### src/rtl/reg_pkg.sv
// Shared types and default widths for the reg_skid_buf slice.
package reg_pkg;

  localparam int unsigned DATA_WIDTH_DEF = 32;
  localparam int unsigned CNT_WIDTH_DEF  = 16;

  typedef enum logic [1:0] {
    EMPTY = 2'b00,
    BUSY  = 2'b01,
    FULL  = 2'b10
  } reg_skid_state_e;

endpackage

### src/rtl/reg_rst_y_mode_a_en_y.sv
// Async active-low reset data register with a load enable.
module reg_rst_y_mode_a_en_y #(
  parameter int unsigned DATA_WIDTH = 32
) (
  input  logic                  i_clk,
  input  logic                  i_rst_n,
  input  logic                  i_en,
  input  logic [DATA_WIDTH-1:0] i_d,
  output logic [DATA_WIDTH-1:0] o_q
);

  logic [DATA_WIDTH-1:0] data_q;

  always_ff @(posedge i_clk or negedge i_rst_n) begin
    if (!i_rst_n) begin
      data_q <= '0;
    end else if (i_en) begin
      data_q <= i_d;
    end
  end

  assign o_q = data_q;

endmodule

### src/rtl/reg_skid_buf.sv
// Two-entry valid/ready skid buffer: main register drives o_data, skid absorbs one stall.
// Optional saturating stall counter enabled by REG_SKID_BUF_STALL_CNT_EN.
module reg_skid_buf
  import reg_pkg::*;
#(
  parameter int unsigned DATA_WIDTH = DATA_WIDTH_DEF
`ifdef REG_SKID_BUF_STALL_CNT_EN
  , parameter int unsigned CNT_WIDTH = CNT_WIDTH_DEF
`endif
) (
  input  logic                  i_clk,
  input  logic                  i_rst_n,
  input  logic                  i_valid,
  input  logic [DATA_WIDTH-1:0] i_data,
  output logic                  o_ready,
  output logic                  o_valid,
  output logic [DATA_WIDTH-1:0] o_data,
  input  logic                  i_ready
`ifdef REG_SKID_BUF_STALL_CNT_EN
  , output logic [CNT_WIDTH-1:0] o_stall_cnt
`endif
);

  reg_skid_state_e       state_q, state_d;
  logic                  in_fire, out_fire;
  logic                  main_en, skid_en;
  logic [DATA_WIDTH-1:0] main_d, main_q, skid_q;

  // Handshake flags decoded purely from the state flop.
  assign o_valid  = (state_q != EMPTY);
  assign o_ready  = (state_q != FULL);
  assign in_fire  = i_valid & o_ready;
  assign out_fire = o_valid & i_ready;

  always_ff @(posedge i_clk or negedge i_rst_n) begin
    if (!i_rst_n) begin
      state_q <= EMPTY;
    end else begin
      state_q <= state_d;
    end
  end

  always_comb begin
    state_d = state_q;
    main_en = 1'b0;
    skid_en = 1'b0;
    main_d  = i_data;
    case (state_q)
      EMPTY: begin
        if (in_fire) begin
          main_en = 1'b1;
          state_d = BUSY;
        end
      end
      BUSY: begin
        if (in_fire && out_fire) begin
          main_en = 1'b1;
        end else if (in_fire) begin
          skid_en = 1'b1;
          state_d = FULL;
        end else if (out_fire) begin
          state_d = EMPTY;
        end
      end
      FULL: begin
        // o_ready is low here, so only the skid word can advance.
        if (out_fire) begin
          main_en = 1'b1;
          main_d  = skid_q;
          state_d = BUSY;
        end
      end
      default: begin
        state_d = EMPTY;
      end
    endcase
  end

  reg_rst_y_mode_a_en_y #(
    .DATA_WIDTH(DATA_WIDTH)
  ) u_main_reg (
    .i_clk  (i_clk),
    .i_rst_n(i_rst_n),
    .i_en   (main_en),
    .i_d    (main_d),
    .o_q    (main_q)
  );

  reg_rst_y_mode_a_en_y #(
    .DATA_WIDTH(DATA_WIDTH)
  ) u_skid_reg (
    .i_clk  (i_clk),
    .i_rst_n(i_rst_n),
    .i_en   (skid_en),
    .i_d    (i_data),
    .o_q    (skid_q)
  );

  assign o_data = main_q;

`ifdef REG_SKID_BUF_STALL_CNT_EN
  logic [CNT_WIDTH-1:0] stall_cnt_q, stall_cnt_d;

  // Counts edges where the head word is blocked; sticks at all-ones.
  always_comb begin
    stall_cnt_d = stall_cnt_q;
    if (o_valid && !i_ready && (stall_cnt_q != {CNT_WIDTH{1'b1}})) begin
      stall_cnt_d = stall_cnt_q + CNT_WIDTH'(1);
    end
  end

  always_ff @(posedge i_clk or negedge i_rst_n) begin
    if (!i_rst_n) begin
      stall_cnt_q <= '0;
    end else begin
      stall_cnt_q <= stall_cnt_d;
    end
  end

  assign o_stall_cnt = stall_cnt_q;
`endif

endmodule
### config.mk
export PLATFORM = sky130hd
export DESIGN_NAME = reg_skid_buf
export DESIGN_NICKNAME = d
export VERILOG_FILES = /design/src/rtl/reg_pkg.sv /design/src/rtl/reg_rst_y_mode_a_en_y.sv /design/src/rtl/reg_skid_buf.sv
export SDC_FILE = /design/constraint.sdc
export NUM_CORES = 1
export LEC_CHECK = 0
export BUFFER_PORTS_ARGS = -buffer_cell sky130_fd_sc_hd__clkbuf_2
export CAP_MARGIN = 20
export CORE_UTILIZATION = 30
export CTS_CLUSTER_DIAMETER = 150
export CTS_CLUSTER_SIZE = 16
export DETAILED_ROUTE_END_ITERATION = 8
export GPL_ROUTABILITY_DRIVEN = 0
export PLACE_DENSITY = 0.49
export SLEW_MARGIN = 40
export SYNTH_ARGS = -nofsm -noshare
export SYNTH_HDL_FRONTEND = slang
export SYNTH_SLANG_ARGS = --single-unit
### constraint.sdc
create_clock -name i_clk -period 2.9 [get_ports i_clk]
set_clock_uncertainty 0.2 [all_clocks]
set_input_delay 0.435 -clock i_clk [delete_from_list [all_inputs] [get_ports i_clk]]
set_output_delay 0.435 -clock i_clk [all_outputs]
set_load 0.01 [all_outputs]
==> summary.md <==
| Metric | Value |
|---|---|
| Fillers | 965 |
| Status | finished clean |
| Critical path's slowest cell | dfrtp_1 |
| Post-layout min period | 2.09 ns |
| Drt first pass iters | 4 |
| HP Start | i_data[13] |
| VDD IR max | 326 uV |
| Worst slew margin | 0.567 |
| DPL Wire Length | 4060 um |
| Core Region | 9950 sq um |
| Slew at the pin closest to its max-slew limit | 0.649 ns |
| RSZ-0062 raised after global routing | false |
| Worst Path Required | 2.92 ns |
| # setup viols final | 0 |
| CP Launch Point | state_q[0]$_DFFE_PN0P_ |
| Htree depth | 3 |
| DRC | 0 |
| Cell taking the most area after synthesis | dfrtp_1 |
| Ys Warns | 0 |
| FP Rows | 36 |
| Crit start category | register |
| Yosys reg bits | 66 |
| Initial Utilization | 0.315 |
| Num CTS Buffers | 9 |
| Clk root buf | clkbuf_8 |
| Antenna Nets Post-Route | 0 |
| Gr usage total | 0.119 |
| CP top delay family | multiplexers |
| DR iter-0 viols | 24 |
| Fin Setup TNS | 0 ns |
| Die Footprint | 10900 sq um |
| FF-to-FF End | u_main_reg.o_q[23]$_DFFE_PN0P_ |
| Nets@finish | 300 |
| Met1 GRT Util | 0.152 |
| Fin. Hold Viols | 0 |
| Layout cells sized above 1 | 0.717 |
| Clock buffer depth | 2 |
| Largest net degree at the start of global routing | 33 |
| R2r setup slk | 0.81 ns |
| TritonCTS clock tree | built |
| WL final | 5940 um |
| CP Cell Sequence | nor2b_4 > nand2_4 > mux2_4 > mux2_4 |
| Max Freq | 0.479 GHz |
| Post-synthesis area per instance | 17.0 sq um |
| Yosys top cell area share | 0.527 |
| Post-cts resize count | 0 |
| CP endpoint | u_main_reg.o_q[23]$_DFFE_PN0P_ |
| CP Max Fanout | 32 |
| Vias/cell | 4.36 |
| CTS sink count | 66 |
| IO Count | 70 |
| R2r startpoint | state_q[0]$_DFFE_PN0P_ |
| Placed cell count | 385 |
| Standby leakage power | 0.00191 uW |
| R2r worst-path depth | 4 |
| Chip Height | 104 um |
| Vias | 1753 |
| Layer with the highest usage | met2 |
| Global-route wire length before repair | 9770 um |
| Area Growth Syn to Fin | 22.6% |
| Routing usage on met2 | 0.185 |
| GR Layer Usage met3 | 0.0382 |
| WL/cell | 14.8 um |
| Final Non-Filler Cells | 402 |
| Vias in the first global route | 1847 |
| Synth top area cells | dfrtp_1, mux2_4, mux2_2, buf_6, buf_4 |
| Cells after synthesis | 185 |
| IO buf count | 69 |
| GR Overflow Total | 0 |
| Buf/Inv on CP | 0 |
| Initial antenna violation count | 0 |
| Area of the mapped netlist | 3140 sq um |
| Setup CP Type | register to register |
| Worst Hold Class | primary input to register |
| Seq/Total Area, Yosys | 0.527 |
| Pins over their slew limit | 0 |
| Period Utilization, post-route | 0.720 |
| Crit path top cell by count | mux2_4 |
| Cell variety after synth | 19 |
| Crit path DAT | 2.10 ns |
| Register clock-pin slew on the reported worst setup and hold paths | 0.07 ns |
| Chip width | 104 um |
| MaxCap Viol Count | 0 |
| CP Capture Type | register |
| Worst-Skew Late Latency | 0.34 ns |
| Mapped Nets | 221 |
| Critical path depth in cells | 4 |
| Ant diodes | 0 |
| Power density cells | 810 nW/um^2 |
| Slowest cell delay on critical path | 0.48 ns |
[sequential cells by signal (all words and copies together), names as in the netlist]
register and flops:
state_q 2, u_skid_reg.o_q 32, u_main_reg.o_q 32
[worst register-to-register path: stages (launching register included)]
cell	delay, ns
dfrtp_1	0.48
nor2b_4	0.22
nand2_4	0.38
mux2_4	0.45
mux2_4	0.25
[cells in the final DEF (no fill, tap or decap)]
master | Yosys | layout
clkbuf_2 | 0 | 68
buf_8 | 0 | 1
o21ai_2 | 2 | 1
buf_4 | 3 | 5
clkinv_2 | 0 | 2
and2b_2 | 1 | 1
clkbuf_1 | 0 | 2
inv_1 | 1 | 1
buf_2 | 3 | 1
dlygate4sd3_1 | 0 | 1
nor2_1 | 1 | 1
buf_6 | 3 | 1
a21oi_1 | 1 | 1
mux2_1 | 2 | 2
nand2_4 | 1 | 1
nor2b_4 | 1 | 1
dfrtp_1 | 66 | 66
nor2_4 | 0 | 1
clkbuf_8 | 0 | 12
o21ai_4 | 0 | 1
or2_2 | 1 | 1
o21ai_0 | 1 | 1
nand2b_2 | 1 | 1
mux2_2 | 35 | 35
nand2b_1 | 1 | 1
mux2_4 | 60 | 60
[worst min path at each step]
stage | endpoint | slack, ns | depth (start not counted)
2_1_floorplan | state_q[0]$_DFFE_PN0P_ | -0.06 | 0
3_3_place_gp | u_skid_reg.o_q[11]$_DFFE_PN0P_ | 0.23 | 1
3_5_place_dp | u_skid_reg.o_q[11]$_DFFE_PN0P_ | 0.23 | 1
4_1_cts | u_skid_reg.o_q[13]$_DFFE_PN0P_ | 0.10 | 2
5_1_grt | u_skid_reg.o_q[13]$_DFFE_PN0P_ | 0.11 | 2
6_report | u_skid_reg.o_q[13]$_DFFE_PN0P_ | 0.13 | 2
[metrics by stage]
| stage | instance area, sq um | utilization | power [uW] | worst slack, ns | hold WS [ns] |
|---|---|---|---|---|---|
| floorplan | 3140 | - | 2100 | 1.19 | -0.0606 |
| global placement | 3630 | 0.364 | 2400 | 0.465 | 0.231 |
| detailed placement | 3650 | 0.367 | 2440 | 0.795 | 0.231 |
| CTS | 3850 | 0.386 | 3180 | 0.785 | 0.103 |
| global route | 3850 | 0.386 | 3320 | 0.716 | 0.108 |
| finish | 3850 | 0.386 | 3110 | 0.813 | 0.129 |
[cell usage after synthesis]
master / number
buf_4: 3
dfrtp_1: 66
mux2_1: 2
o21ai_0: 1
buf_6: 3
buf_2: 3
nor2_2: 1
mux2_2: 35
nand2b_1: 1
inv_1: 1
mux2_4: 60
or2_2: 1
nor2_1: 1
nand2_4: 1
o21ai_2: 2
nand2b_2: 1
nor2b_4: 1
and2b_2: 1
a21oi_1: 1
[final cells by class]
cell class,instances,area [sq um],area share
Clock buffer,14,173,0.0449
Clock inverter,2,10.0,0.00260
Inverter,1,3.75,0.000976
Multi-Input combinational cell,109,1420,0.370
Sequential cell,66,1650,0.429
Tap cell,133,166,0.0433
Timing Repair Buffer,77,419,0.109
[power by group]
group	leakage (uW)	internal [uW]	switching (uW)
logic	0.00103	586	349
registers	0.000777	1270	193
clock network	0.0000965	379	338
total	0.00191	2240	879
[cell families after synthesis]
logic type             Yosys count  synth area share
DFF                             66             0.527
muxes                           97             0.420
buffers and inverters           10            0.0239
and+or+nand+nor                  8            0.0207
AOI/OAI and AO/OA                4           0.00877
[routing by layer]
layer	vias to the layer above	routed length, um
li1	814	-
met1	881	2700
met2	49	2870
met3	9	291
met4	0	91
met5	-	0
[repair_timing]
| action | CTS | global route |
|---|---|---|
| hold buffers | 1 | 0 |
| hold endpoints to repair | 18 | 0 |
| buffers inserted | 0 | 0 |
No activity file was read; power rests on OpenSTA's default activity.
